==> src/rtl/fetch_pkg.sv <==
`default_nettype none
// ============================================================================
// Module      : fetch_pkg
// Description : Shared widths, queue entry type and count-width helper for
//               the fetch queue unit.
// Revision    : 1.0 - initial release
// ============================================================================
package fetch_pkg;

  localparam int DATA_WIDTH = 32;
  localparam int ADDR_WIDTH = 32;
  localparam int INST_BYTES = 4;
  localparam logic [ADDR_WIDTH-1:0] RESET_PC = 32'h8000_0000;

  typedef struct packed {
    logic [DATA_WIDTH-1:0] inst;
    logic [ADDR_WIDTH-1:0] pc;
  } fetch_entry_t;

  // Bits needed to hold a count in the range 0..n inclusive.
  function automatic int cnt_width(input int n);
    return $clog2(n + 1);
  endfunction

endpackage
`default_nettype wire

==> src/rtl/fetch_queue_unit_if.sv <==
`default_nettype none
// ============================================================================
// Module      : fetch_queue_unit_if
// Description : Redirect, instruction-memory and decode handshake signals of
//               the fetch queue unit; master is the fetch unit itself.
// Revision    : 1.0 - initial release
// ============================================================================
interface fetch_queue_unit_if #(
  parameter int DataWidth = 32,
  parameter int AddrWidth = 32
);

  logic                 jumpFlag_i;
  logic [AddrWidth-1:0] jumpAddr_i;
  logic                 request_o;
  logic [AddrWidth-1:0] instAddr_fetch_o;
  logic                 grant_i;
  logic                 dataOk_i;
  logic [DataWidth-1:0] inst_fetch_i;
  logic                 valid_o;
  logic                 ready_i;
  logic [DataWidth-1:0] inst_o;
  logic [AddrWidth-1:0] instAddr_o;

  modport master (
    input  jumpFlag_i, jumpAddr_i, grant_i, dataOk_i, inst_fetch_i, ready_i,
    output request_o, instAddr_fetch_o, valid_o, inst_o, instAddr_o
  );

  modport slave (
    output jumpFlag_i, jumpAddr_i, grant_i, dataOk_i, inst_fetch_i, ready_i,
    input  request_o, instAddr_fetch_o, valid_o, inst_o, instAddr_o
  );

endinterface
`default_nettype wire

==> src/rtl/fetch_fifo.sv <==
`default_nettype none
// ============================================================================
// Module      : fetch_fifo
// Description : Synchronous FIFO with flush and occupancy count; depth need
//               not be a power of two.
// Revision    : 1.0 - initial release
// ============================================================================
module fetch_fifo
  import fetch_pkg::*;
#(
  parameter  int WIDTH = 32,
  parameter  int DEPTH = 4,
  localparam int CNT_W = cnt_width(DEPTH)
) (
  input  wire logic             clk,
  input  wire logic             rst,
  input  wire logic             flush,
  input  wire logic             push,
  input  wire logic [WIDTH-1:0] push_data,
  input  wire logic             pop,
  output logic      [WIDTH-1:0] pop_data,
  output logic      [CNT_W-1:0] count
);

  localparam int PTR_W = (DEPTH > 1) ? $clog2(DEPTH) : 1;

  logic [WIDTH-1:0] r_mem [DEPTH];
  logic [PTR_W-1:0] r_wr_ptr;
  logic [PTR_W-1:0] r_rd_ptr;
  logic [CNT_W-1:0] r_count;
  logic             w_do_push;
  logic             w_do_pop;

  function automatic logic [PTR_W-1:0] next_ptr(input logic [PTR_W-1:0] p);
    return (p == PTR_W'(DEPTH - 1)) ? '0 : p + PTR_W'(1);
  endfunction

  // A push into a full FIFO is only taken when the head leaves in the same cycle.
  assign w_do_pop  = pop & (r_count != '0);
  assign w_do_push = push & ((r_count != CNT_W'(DEPTH)) | w_do_pop);

  always_ff @(posedge clk) begin
    if (rst) begin
      r_wr_ptr <= '0;
      r_rd_ptr <= '0;
      r_count  <= '0;
      for (int i = 0; i < DEPTH; i++) begin
        r_mem[i] <= '0;
      end
    end else if (flush) begin
      r_wr_ptr <= '0;
      r_rd_ptr <= '0;
      r_count  <= '0;
    end else begin
      if (w_do_push) begin
        r_mem[r_wr_ptr] <= push_data;
        r_wr_ptr        <= next_ptr(r_wr_ptr);
      end
      if (w_do_pop) begin
        r_rd_ptr <= next_ptr(r_rd_ptr);
      end
      if (w_do_push && !w_do_pop) begin
        r_count <= r_count + CNT_W'(1);
      end else if (!w_do_push && w_do_pop) begin
        r_count <= r_count - CNT_W'(1);
      end
    end
  end

  assign pop_data = r_mem[r_rd_ptr];
  assign count    = r_count;

endmodule
`default_nettype wire

==> src/rtl/fetch_queue_unit.sv <==
`default_nettype none
// ============================================================================
// Module      : fetch_queue_unit
// Description : Sequential fetch with bounded outstanding requests, an
//               instruction/PC queue to decode and jump redirect with drop of
//               stale in-flight responses.
// Revision    : 1.0 - initial release
// ============================================================================
module fetch_queue_unit
  import fetch_pkg::*;
#(
  parameter int                   DataWidth      = DATA_WIDTH,
  parameter int                   AddrWidth      = ADDR_WIDTH,
  parameter int                   Depth          = 4,
  parameter int                   MaxOutstanding = 2,
  parameter logic [AddrWidth-1:0] ResetPc        = AddrWidth'(RESET_PC),
  parameter int                   InstBytes      = INST_BYTES
) (
  input wire logic        clk,
  input wire logic        reset,
  fetch_queue_unit_if.master bus
);

  localparam int CNT_W = cnt_width(Depth);
  localparam int OUT_W = cnt_width(MaxOutstanding);

  logic [AddrWidth-1:0]           r_pc;
  logic [OUT_W-1:0]               r_outstanding;
  logic [OUT_W-1:0]               r_discard;

  logic                           w_grant;
  logic                           w_ok;
  logic                           w_push;
  logic                           w_pop;
  logic                           w_credit;
  logic [31:0]                    w_used;
  logic [OUT_W-1:0]               w_out_next;
  logic [OUT_W-1:0]               w_tag_count;
  logic [CNT_W-1:0]               w_fifo_count;
  logic [AddrWidth-1:0]           w_tag_pc;
  logic [DataWidth+AddrWidth-1:0] w_head;

  // Live in-flight requests each own a future queue slot; stale ones do not.
  assign w_used   = 32'(w_fifo_count) + 32'(r_outstanding) - 32'(r_discard);
  assign w_credit = (32'(r_outstanding) < 32'(MaxOutstanding)) && (w_used < 32'(Depth));

  assign bus.request_o = ~reset & ~bus.jumpFlag_i & w_credit;
  assign w_grant       = bus.request_o & bus.grant_i;
  assign w_ok          = bus.dataOk_i & (w_tag_count != '0);
  assign w_push        = w_ok & (r_discard == '0) & ~bus.jumpFlag_i;
  assign w_pop         = bus.valid_o & bus.ready_i;
  assign w_out_next    = r_outstanding + OUT_W'(w_grant) - OUT_W'(w_ok);

  // After a jump every request still in flight is from the old path.
  always_ff @(posedge clk) begin
    if (reset) begin
      r_pc          <= ResetPc;
      r_outstanding <= '0;
      r_discard     <= '0;
    end else begin
      r_outstanding <= w_out_next;
      if (bus.jumpFlag_i) begin
        r_pc      <= bus.jumpAddr_i;
        r_discard <= w_out_next;
      end else begin
        if (w_grant) begin
          r_pc <= r_pc + AddrWidth'(InstBytes);
        end
        if (w_ok && (r_discard != '0)) begin
          r_discard <= r_discard - OUT_W'(1);
        end
      end
    end
  end

  fetch_fifo #(
    .WIDTH (AddrWidth),
    .DEPTH (MaxOutstanding)
  ) u_tag_fifo (
    .clk       (clk),
    .rst       (reset),
    .flush     (1'b0),
    .push      (w_grant),
    .push_data (r_pc),
    .pop       (w_ok),
    .pop_data  (w_tag_pc),
    .count     (w_tag_count)
  );

  fetch_fifo #(
    .WIDTH (DataWidth + AddrWidth),
    .DEPTH (Depth)
  ) u_entry_fifo (
    .clk       (clk),
    .rst       (reset),
    .flush     (bus.jumpFlag_i),
    .push      (w_push),
    .push_data ({bus.inst_fetch_i, w_tag_pc}),
    .pop       (w_pop),
    .pop_data  (w_head),
    .count     (w_fifo_count)
  );

  assign bus.instAddr_fetch_o        = r_pc;
  assign bus.valid_o                 = (w_fifo_count != '0);
  assign {bus.inst_o, bus.instAddr_o} = w_head;

endmodule
`default_nettype wire
==> src/flat_wrapper.sv <==
// flat-port wrapper written by rule: the top's interface ports become plain ports
module fetch_queue_unit_flat import fetch_pkg::*;
#(
  parameter int                   DataWidth      = DATA_WIDTH,
  parameter int                   AddrWidth      = ADDR_WIDTH,
  parameter int                   Depth          = 4,
  parameter int                   MaxOutstanding = 2,
  parameter logic [AddrWidth-1:0] ResetPc        = AddrWidth'(RESET_PC),
  parameter int                   InstBytes      = INST_BYTES
)
  (clk, reset, bus_jumpFlag_i, bus_jumpAddr_i, bus_grant_i, bus_dataOk_i, bus_inst_fetch_i, bus_ready_i, bus_request_o, bus_instAddr_fetch_o, bus_valid_o, bus_inst_o, bus_instAddr_o);
  fetch_queue_unit_if #(.DataWidth(DataWidth), .AddrWidth(AddrWidth)) bus_i ();
  input wire logic clk;
  input wire logic reset;
  input wire logic [$bits(bus_i.jumpFlag_i)-1:0] bus_jumpFlag_i;
  input wire logic [$bits(bus_i.jumpAddr_i)-1:0] bus_jumpAddr_i;
  input wire logic [$bits(bus_i.grant_i)-1:0] bus_grant_i;
  input wire logic [$bits(bus_i.dataOk_i)-1:0] bus_dataOk_i;
  input wire logic [$bits(bus_i.inst_fetch_i)-1:0] bus_inst_fetch_i;
  input wire logic [$bits(bus_i.ready_i)-1:0] bus_ready_i;
  output wire logic [$bits(bus_i.request_o)-1:0] bus_request_o;
  output wire logic [$bits(bus_i.instAddr_fetch_o)-1:0] bus_instAddr_fetch_o;
  output wire logic [$bits(bus_i.valid_o)-1:0] bus_valid_o;
  output wire logic [$bits(bus_i.inst_o)-1:0] bus_inst_o;
  output wire logic [$bits(bus_i.instAddr_o)-1:0] bus_instAddr_o;
  assign bus_i.jumpFlag_i = bus_jumpFlag_i;
  assign bus_i.jumpAddr_i = bus_jumpAddr_i;
  assign bus_i.grant_i = bus_grant_i;
  assign bus_i.dataOk_i = bus_dataOk_i;
  assign bus_i.inst_fetch_i = bus_inst_fetch_i;
  assign bus_i.ready_i = bus_ready_i;
  assign bus_request_o = bus_i.request_o;
  assign bus_instAddr_fetch_o = bus_i.instAddr_fetch_o;
  assign bus_valid_o = bus_i.valid_o;
  assign bus_inst_o = bus_i.inst_o;
  assign bus_instAddr_o = bus_i.instAddr_o;
  fetch_queue_unit #(.DataWidth(DataWidth), .AddrWidth(AddrWidth), .Depth(Depth), .MaxOutstanding(MaxOutstanding), .ResetPc(ResetPc), .InstBytes(InstBytes)) u_core (.clk(clk), .reset(reset), .bus(bus_i));
endmodule
==> config.mk <==
export PLATFORM = sky130hd
export DESIGN_NAME = fetch_queue_unit_flat
export DESIGN_NICKNAME = d
export VERILOG_FILES = /design/src/rtl/fetch_pkg.sv /design/src/rtl/fetch_queue_unit_if.sv /design/src/rtl/fetch_fifo.sv /design/src/rtl/fetch_queue_unit.sv /design/src/flat_wrapper.sv
export SDC_FILE = /design/constraint.sdc
export NUM_CORES = 1
export LEC_CHECK = 0
export CORE_AREA = 4 4 195 197
export CTS_BUF_LIST = sky130_fd_sc_hd__clkbuf_4 sky130_fd_sc_hd__clkbuf_8
export CTS_CLUSTER_SIZE = 24
export DETAILED_ROUTE_END_ITERATION = 10
export DIE_AREA = 0 0 199 201
export GPL_ROUTABILITY_DRIVEN = 0
export GPL_TIMING_DRIVEN = 0
export PLACE_DENSITY = 0.65
export SYNTH_ARGS = -nofsm -noshare
export SYNTH_HDL_FRONTEND = slang
export SYNTH_SLANG_ARGS = --single-unit
==> constraint.sdc <==
create_clock -name clk -period 7.7 [get_ports clk]
set_input_delay 1.155 -clock clk [delete_from_list [all_inputs] [get_ports clk]]
set_output_delay 1.155 -clock clk [all_outputs]
set_load 0.01 [all_outputs]
==> run_results.csv, run 1 <==
group,metric,value,unit
status,status,"finished clean",
timing,setup_violations,0,
synthesis,ys_seq_elements,370,
timing,max_clock_freq,210,MHz
clock_network,clkSlewWorstSetupHoldPaths,60,ps
floorplanning,design.die.area,40000,sq um
detailed_routing,wl_per_cell,20.0,microns
run,drv_cap,0,
cells_and_area,area_growth,22.0,%
synthesis,syn_inst,1141,
synthesis,yosysTopAreaCell,"edfxtp_1",
global_routing,grt_max_degree,54,
floorplanning,die_h,201,microns
cells_and_area,n_antenna_cell,0,
timing,fin_crit_sh,0.618,
detailed_routing,wl_met1,16000,microns
synthesis,syn-num-nets,1225,
cells_and_area,drive_above_1_share,0.138,
timing,relSlewSlack,0.355,
setup_path,cp_num_cells,9,
clock_network,cts_tree,"yes",
setup_path,required,6550,ps
cells_and_area,layout_common_cells,"edfxtp_1, clkdlybuf4s50_1, nor2_1, and2_1, clkbuf_8",
floorplanning,rows,70,
clock_network,ctsHoldBuffers,0,
place,portBuffers,166,
global_routing,first_global_vias,10496,
synthesis,syn_area,16200,sq um
cells_and_area,finish.utilization,0.546,
setup_path,cp-startpoint,"u_core.u_entry_fifo.count[0]",
floorplanning,num_io_pins,168,
cells_and_area,layout_commonest_cell,"edfxtp_1",
synthesis,yosys-top-cells-area,"edfxtp_1, mux4_2, dfxtp_1",
timing,tns,0,ps
timing,slew_viol_final,0,
setup_path,endpoint_kind,"primary output",
global_routing,antenna_found_initial,0,
cells_and_area,final_nets,1456,
synthesis,synth_top_cell_area_share,0.593,
clock_network,cts_root_buf,"clkbuf_8",
setup_path,endpoint,"bus_request_o",
synthesis,synth_edf_count,320,
detailed_routing,wl_met2,18800,microns
setup_path,crit_family,"adder cells",
floorplanning,start_util,0.447,
timing,rsz0062_at_grt,"false",
synthesis,synth_async_sr_flop_share,0,
clock_network,cts.sinks,370,
setup_path,path_max_fanout,5,
timing,finalHoldViolations,0,
timing,fin_crit,4760,ps
setup_path,cp_num_buf_inv,1,
setup_path,timing_worst_setup_path_type,"reg -> out",
synthesis,synth-seq-area-share,0.654,
setup_path,crit_top_cell,"ha_1",
global_routing,grt-ovfl-total,0,
global_routing,grt_util_all_layers,0.189,
setup_path,crit_chain,"ha_1 -> fa_1 -> ha_1 -> a21oi_2 -> and2_1 -> ha_1 -> nor4b_4 -> and2_1 -> clkdlybuf4s50_1",
detailed_routing,ant_nets,0,
detailed_routing,vias_per_cell,5.32,
setup_path,startpoint_type,"flip-flop",
detailed_routing,routed.top_layer,"met4",
synthesis,synth_cell_types,61,
detailed_routing,drt_wl_total,37700,microns
pwr,p_leak,6.98,nW
setup_path,reg2reg_from,"u_core.u_entry_fifo.count[0]",
synthesis,ys.flop_type,"edfxtp_1",
setup_path,cp_slowest_stage_delay,550,ps
detailed_routing,dr_wl_met3,2190,microns
clock_network,clk_path_buf_depth,3,
detailed_routing,drc_errors,0,
clock_network,htree_levels,2,
setup_path,r2r_cells,13,
clock_network,clk_latency,610,ps
floorplanning,chipWidth,199,microns
detailed_routing,drt_first_pass_iters,5,
detailed_routing,drt-initial-drc-count,631,
pwr,powerDensity,252,nW/um^2
floorplanning,coreArea,36300,sq um
min_path,hold_path_class,"reg -> reg",
detailed_routing,vias,10030,
timing,fin_skew,16.6,ps
global_routing,grt_pass1_wl,58900,microns
setup_path,r2r-end,"u_core.u_tag_fifo.r_mem[0][23]",
setup_path,cpMaxStageDelayCell,"clkdlybuf4s50_1",
clock_network,numCtsBuffers,59,
clock_network,post_cts_resized,0,
pwr,vdd_drop_max,129,uV
synthesis,yosys_warnings,0,
synthesis,avgSynthCellArea,14.2,sq um
setup_path,arrival,3610,ps
timing,worstMarginPinSlew,965,ps
place,dp_hpwl,25000,microns
setup_path,rrSetupSlack,3180,ps
clock_network,postCtsSetupBuffers,0,
[state kept, by name, indices dropped and copies added (netlist names), named ones only]
signal and count:
u_core.u_entry_fifo.r_mem 256, u_core.u_tag_fifo.r_mem 64, u_core.bus.instAddr_fetch_o 32, u_core.u_entry_fifo.count 3, u_core.r_discard 2, u_core.r_outstanding 2
u_core.u_entry_fifo.r_rd_ptr 2, u_core.u_entry_fifo.r_wr_ptr 2, u_core.u_tag_fifo.count 2, u_core.u_tag_fifo.r_rd_ptr 1, u_core.u_tag_fifo.r_wr_ptr 1
[per-stage QoR]
stage	total power [mW]	hold WS [ps]	setup WS [ps]	std cells	area, sq um
final	4.98	489	2940	1886	19800
after global routing	5.22	543	2700	1886	19800
after CTS	5.04	489	2810	1886	19800
after detailed placement	3.37	478	2830	1779	18600
after global placement	3.35	468	785	1775	18500
after floorplan	3.00	449	3390	1141	16200
[final cells by class]
type	count	area, sq um
flip-flops and latches	370	10600
well taps	468	586
clock inverters	20	119
clock buffers	87	1060
fillers	3025	16500
multi-input cells	684	5270
repair buffers	170	1770
plain buffers	75	320
inverters	12	45.0
[worst min path at each step]
stage | cells past startpoint | to | slack, ps | from
2_1_floorplan | 2 | flip-flop | 450 | u_core.u_entry_fifo.r_rd_ptr[1]
3_3_place_gp | 2 | u_core.u_entry_fifo.r_rd_ptr[1] | 470 | u_core.u_entry_fifo.r_rd_ptr[1]
3_5_place_dp | 2 | flip-flop | 480 | u_core.u_entry_fifo.r_rd_ptr[1]
4_1_cts | 2 | u_core.u_entry_fifo.r_rd_ptr[1] | 490 | u_core.u_entry_fifo.r_rd_ptr[1]
5_1_grt | 2 | flip-flop | 540 | u_core.u_entry_fifo.r_rd_ptr[1]
6_report | 2 | flip-flop | 490 | u_core.u_entry_fifo.r_rd_ptr[1]
[metal layers]
metal,global-route usage,vias to the layer above
li1,-,4715
met1,0.255,4939
met2,0.319,324
met5,0,-
met3,0.0358,52
met4,0.0464,0
[logic make-up after synthesis]
| kind of cell | Yosys count | synth area share |
|---|---|---|
| compound gates | 75 | 0.0301 |
| mux | 102 | 0.112 |
| simple gates | 473 | 0.158 |
| fa+ha+maj | 14 | 0.0117 |
| xor+xnor | 20 | 0.0113 |
| buf+inv | 87 | 0.0225 |
| flops | 370 | 0.654 |
[power by group]
part           internal, mW  switching [mW]  total, mW
Combinational         0.379           0.533      0.912
Sequential             2.34          0.0723       2.41
Clock                 0.912           0.750       1.66
Total                  3.63            1.35       4.98
[synthesized netlist by cell type, types with 7 or more instances]
cell type / number
edfxtp_1: 320
nand2_1: 23
nand2b_1: 9
nor4_1: 18
a211oi_1: 9
ha_1: 12
inv_1: 10
nor2_1: 163
nor3_1: 9
and2_1: 157
nand3_1: 15
xnor2_1: 13
o21ai_0: 7
a21oi_1: 29
and3_1: 38
or3_1: 7
mux2i_1: 38
clkbuf_1: 51
dfxtp_1: 50
buf_1: 10
mux4_2: 64
buf_2: 8
[worst min-delay path, cell delays in order, from the launching register on]
cell     delay, ps
dfxtp_1        320
nand2_1         50
a21oi_1         70
Note: power is estimated with default switching activity, not from simulation.
==> run 2, diff against run 1 <==
- PLACE_DENSITY: 0.65 -> 0.68
- clock period: 7.7 -> 4.2 ns (I/O delays scaled with it)
==> run 2 against run 1 <==
- core utilization down 0.10 points
- register-to-register slack lost 2900 ps
- worst hold slack gained 10 ps
- sequential cell count did not move
- critical endpoint is now u_core.u_tag_fifo.r_mem[0][9]
- highest routed layer unchanged
==> run_results.csv, run 2 (same netlist as run 1, synthesis figures left out) <==
group,metric,value,unit
clock_network,clk_path_buf_depth,3,
detailed_routing,ant_nets,0,
setup_path,crit_family,"simple AND/OR/NAND/NOR gates",
detailed_routing,drt_first_pass_iters,5,
setup_path,rrSetupSlack,260,ps
setup_path,crit_chain,"ha_1 -> fa_1 -> ha_1 -> a21oi_4 -> and2_1 -> ha_1 -> nor4b_4 -> and2_1 -> buf_2 -> nand2_2 -> nor3_1 -> clkbuf_2 -> or2_4",
min_path,hold_path_class,"reg -> reg",
detailed_routing,vias_per_cell,5.40,
timing,fin_crit_sh,0.937,
timing,fin_crit,3940,ps
floorplanning,coreArea,36300,sq um
setup_path,path_max_fanout,16,
global_routing,first_global_vias,10528,
timing,finalHoldViolations,0,
global_routing,gr-usage-met2,0.319,
min_path,hold_depth,2,
setup_path,r2r-end,"u_core.u_tag_fifo.r_mem[0][9]",
clock_network,cts.sinks,370,
min_path,hold_path.startpoint,"u_core.u_entry_fifo.r_rd_ptr[1]",
setup_path,startpoint_type,"flip-flop",
timing,worstMarginPinSlew,1120,ps
cells_and_area,area_growth,21.8,%
clock_network,clk_latency,620,ps
global_routing,busiest_layer,"met2",
setup_path,timing_worst_setup_path_type,"reg -> reg",
cells_and_area,largest_register,"u_core.u_entry_fifo.r_mem",
floorplanning,start_util,0.447,
clock_network,clkSlewWorstSetupHoldPaths,60,ps
setup_path,cp_num_buf_inv,2,
global_routing,grt_max_degree,49,
clock_network,htree_levels,2,
setup_path,cp_slowest_stage_delay,430,ps
floorplanning,design.die.area,40000,sq um
cells_and_area,layout_common_cells,"edfxtp_1, clkdlybuf4s50_1, nor2_1, and2_1, mux4_2",
setup_path,arrival,4230,ps
floorplanning,die_h,201,microns
global_routing,grt_util_all_layers,0.192,
timing,max_clock_freq,254,MHz
cells_and_area,finish.utilization,0.545,
pwr,p_leak,6.97,nW
setup_path,cpMaxStageDelayCell,"fa_1",
global_routing,grt-ovfl-total,0,
setup_path,endpoint_kind,"flip-flop",
cells_and_area,layout_commonest_cell,"edfxtp_1",
detailed_routing,wl_per_cell,20.5,microns
clock_network,cts_tree,"yes",
setup_path,r2r_cells,13,
cells_and_area,drive_above_1_share,0.140,
setup_path,required,4490,ps
timing,setup_violations,0,
timing,slew_viol_final,0,
run,drv_cap,0,
detailed_routing,drc_errors,0,
global_routing,grt_pass1_wl,59600,microns
cells_and_area,n_antenna_cell,0,
timing,rsz0062_at_grt,"false",
cells_and_area,largest_reg_flops,256,
cells_and_area,final_nets,1459,
pwr,powerDensity,459,nW/um^2
status,status,"finished clean",
pwr,fin_total_pwr,9.07,mW
setup_path,reg2reg_from,"u_core.u_entry_fifo.count[0]",
detailed_routing,drt_wl_total,38600,microns
clock_network,postCtsSetupBuffers,0,
floorplanning,rows,70,
place,portBuffers,166,
detailed_routing,vias,10179,
global_routing,antenna_found_initial,0,
clock_network,cts_root_buf,"clkbuf_8",
min_path,holdPathEnd,"u_core.u_entry_fifo.r_rd_ptr[1]",
pwr,vdd_drop_max,254,uV
place,dp_hpwl,25100,microns
floorplanning,chipWidth,199,microns
global_routing,globalRouteMet3Util,0.0450,
timing,fin_skew,16.5,ps
global_routing,use_met1,0.260,
detailed_routing,drt-initial-drc-count,745,
cells_and_area,final_cell_area,19700,sq um
setup_path,crit_top_cell,"ha_1",
timing,relSlewSlack,0.251,
floorplanning,num_io_pins,168,
place,placed_cell_area,18600,sq um
clock_network,numCtsBuffers,61,
## run 2: report_power, final
group          leakage, nW  internal (mW)  switching (mW)
sequential            3.72           4.28           0.138
clock                0.590           1.56            1.38
combinational         2.66          0.704            1.01
## run 2: what timing repair did
| item | CTS | global route |
|---|---|---|
| setup endpoints to repair | 125 | 25 |
| hold buffers | 0 | 0 |
| pin swaps | 1 | 0 |
| gates resized for setup | 9 | 8 |
| hold endpoints to repair | 0 | 0 |
| cloned | 2 | 0 |
## run 2: through the flow
stage,worst slack (ps),instances,hold slack (ps),TNS (ps)
6_report,263,1885,500,0
5_1_grt,8.07,1885,473,0
4_1_cts,11.6,1885,463,0
3_5_place_dp,-395,1779,490,-47600
3_3_place_gp,-2250,1775,481,-434260
2_1_floorplan,419,1141,449,0
## run 2: metal layers
layer / share of wire / wire (microns)
met4: 0.019 / 729
met1: 0.42 / 16200
met3: 0.076 / 2950
met2: 0.49 / 18800
met5: 0 / 0
## run 2: worst max-delay path by stage
stage	from	endpoint	slack, ps	cells past startpoint
finish	u_core.u_entry_fifo.count[0]	u_core.u_tag_fifo.r_mem[0][9]	260	13
global route	flip-flop	bus_instAddr_o[10]	8	3
CTS	flip-flop	bus_instAddr_o[16]	10	3
detailed placement	u_core.u_entry_fifo.count[0]	u_core.u_tag_fifo.r_mem[0][4]	-400	13
global placement	bus_dataOk_i	u_core.u_entry_fifo.r_mem[2][47]	-2250	6
floorplan	bus_dataOk_i	u_core.u_entry_fifo.r_mem[0][0]	420	7
## run 2: area by class of cell
cell class,instances,area [sq um]
Timing Repair Buffer,170,1760
Fill cell,2987,16500
Tap cell,468,586
Inverter,12,48.8
Sequential cell,370,10600
Buffer,74,323
Clock buffer,84,1020
Multi-Input combinational cell,686,5300
Clock inverter,21,87.6
## run 2: tightest hold or removal path, delay by kind of cell, from the launching register on
family	cells	cell delay, ps
flops	1	310
simple gates	1	50
compound gates	1	80
==> run 3, diff against run 2 <==
- SLEW_MARGIN: default -> 20
==> run 3 against run 2 <==
- global-route usage fell by 0.12 points
- core utilization is 0.33 points higher
- first-iteration DRC count fell by 2.3%
- clock skew about the same
- maximum frequency fell by 3.8%
- largest cell class unchanged
- largest power group unchanged
- power rose by 2.5%
- via count up 0.28%
- final cell count rose by 0.58%
- worst hold slack got worse by 4.6 ps
- non-clock buffer count rose by 2
- sequential share of layout area is 0.31 points lower
==> run_results.csv, run 3 (same netlist as run 1, synthesis figures left out) <==
group,metric,value,unit
timing,fin_crit,4090,ps
timing,rsz0062_at_grt,"false",
global_routing,busiest_layer,"met2",
clock_network,numCtsBuffers,61,
timing,setup_violations,0,
global_routing,gr-usage-met2,0.315,
min_path,hold_path_class,"reg -> reg",
clock_network,clkSlewWorstSetupHoldPaths,60,ps
timing,max_clock_freq,244,MHz
cells_and_area,n_antenna_cell,0,
cells_and_area,finish.utilization,0.548,
cells_and_area,largest_register,"u_core.u_entry_fifo.r_mem",
setup_path,timing_worst_setup_path_type,"reg -> out",
detailed_routing,ant_nets,0,
global_routing,first_global_vias,10546,
clock_network,cts_root_buf,"clkbuf_8",
detailed_routing,vias,10207,
setup_path,rrSetupSlack,260,ps
timing,finalHoldViolations,0,
global_routing,use_met1,0.259,
status,status,"finished clean",
run,drv_cap,0,
floorplanning,num_io_pins,168,
cells_and_area,fin_cells,1896,
clock_network,cts_tree,"yes",
pwr,p_leak,7.02,nW
floorplanning,die_h,201,microns
setup_path,path_max_fanout,9,
cells_and_area,largest_reg_flops,256,
timing,fin_crit_sh,0.974,
cells_and_area,final_nets,1460,
pwr,powerDensity,468,nW/um^2
global_routing,globalRouteMet3Util,0.0391,
setup_path,required,3570,ps
setup_path,cp-startpoint,"u_core.u_entry_fifo.count[0]",
setup_path,endpoint_kind,"primary output",
cells_and_area,drive_above_1_share,0.146,
cells_and_area,layout_commonest_cell,"edfxtp_1",
detailed_routing,drt-initial-drc-count,728,
timing,fin_skew,16.8,ps
setup_path,arrival,3460,ps
global_routing,grt-ovfl-total,0,
detailed_routing,wl_per_cell,20.4,microns
setup_path,reg2reg_from,"u_core.u_entry_fifo.count[0]",
clock_network,clk_latency,630,ps
detailed_routing,drc_errors,0,
timing,relSlewSlack,0.260,
place,dp_hpwl,25000,microns
timing,worstMarginPinSlew,1110,ps
clock_network,ctsHoldBuffers,0,
pwr,fin_total_pwr,9.30,mW
clock_network,htree_levels,2,
global_routing,grt_max_degree,45,
floorplanning,start_util,0.447,
floorplanning,design.die.area,40000,sq um
setup_path,startpoint_type,"flip-flop",
timing,slew_viol_final,0,
global_routing,grt_util_all_layers,0.191,
floorplanning,rows,70,
place,dp.cells,1779,
global_routing,grt_pass1_wl,59400,microns
detailed_routing,drt_wl_total,38600,microns
global_routing,antenna_found_initial,0,
cells_and_area,layout_common_cells,"edfxtp_1, clkdlybuf4s50_1, nor2_1, and2_1, clkbuf_8",
clock_network,clk_path_buf_depth,3,
clock_network,cts.sinks,370,
min_path,hold_path.startpoint,"u_core.u_entry_fifo.r_rd_ptr[1]",
floorplanning,coreArea,36300,sq um
pwr,vdd_drop_max,222,uV
place,portBuffers,166,
detailed_routing,drt_first_pass_iters,5,
cells_and_area,area_growth,22.5,%
floorplanning,chipWidth,199,microns
detailed_routing,vias_per_cell,5.38,
-- run 3: changes by cell type in the layout (fill, tap and decap cells not counted), moves of 2 or more --
cell	previous run	this run
clkbuf_4	21	24
clkbuf_2	7	5
buf_12	1	3
clkbuf_8	63	67
-- run 3: worst paths after layout --
kind,cells past startpoint,to
worst min register to register,2,u_core.u_entry_fifo.r_rd_ptr[1]
worst max-delay path,8,bus_request_o
worst min-delay path,2,u_core.u_entry_fifo.r_rd_ptr[1]
worst max register to register,17,u_core.r_discard[1]
-- run 3: where the power goes --
| group | switching [mW] | internal, mW |
|---|---|---|
| registers | 0.138 | 4.28 |
| clock network | 1.43 | 1.68 |
| logic | 1.02 | 0.751 |
| total | 2.59 | 6.71 |
-- run 3: critical path: stages (launching register included) --
cell and delay [ps]:
dfxtp_4 370, ha_2 200, fa_1 430, ha_1 330, a21oi_4 200, buf_12 130
xor2_2 410, and2_1 230, clkdlybuf4s50_1 550
-- run 3: routing by layer --
layer	up-vias	routed length, microns
met3	66	2850
met2	415	18700
met1	5001	16100
li1	4725	-
met5	-	0
met4	0	900
-- run 3: timing repair --
action | 4_1_cts | 5_1_grt
cloned | 1 | 0
setup endpoints to repair | 125 | 42
setup buffers | 1 | 1
gates resized for setup | 7 | 8
pin swaps | 1 | 1
-- run 3: area by class of cell --
cell class,count,area [sq um]
tap,468,586
inverter,12,45.0
buffer,74,328
clock inverter,24,111
timing repair buffer,172,1780
sequential,370,10600
fill,2968,16400
multi-input combinational,685,5290
clock buffer,91,1100
-- run 3: metrics by stage --
step | setup slack (ps) | instance area (sq um) | setup TNS [ps] | hold slack (ps)
after floorplan | 419 | 16200 | 0 | 449
after global placement | -2250 | 18500 | -434260 | 481
after detailed placement | -457 | 18600 | -54560 | 489
after CTS | 38.0 | 19800 | 0 | 454
after global routing | 6.01 | 19900 | 0 | 470
final | 108 | 19900 | 0 | 495
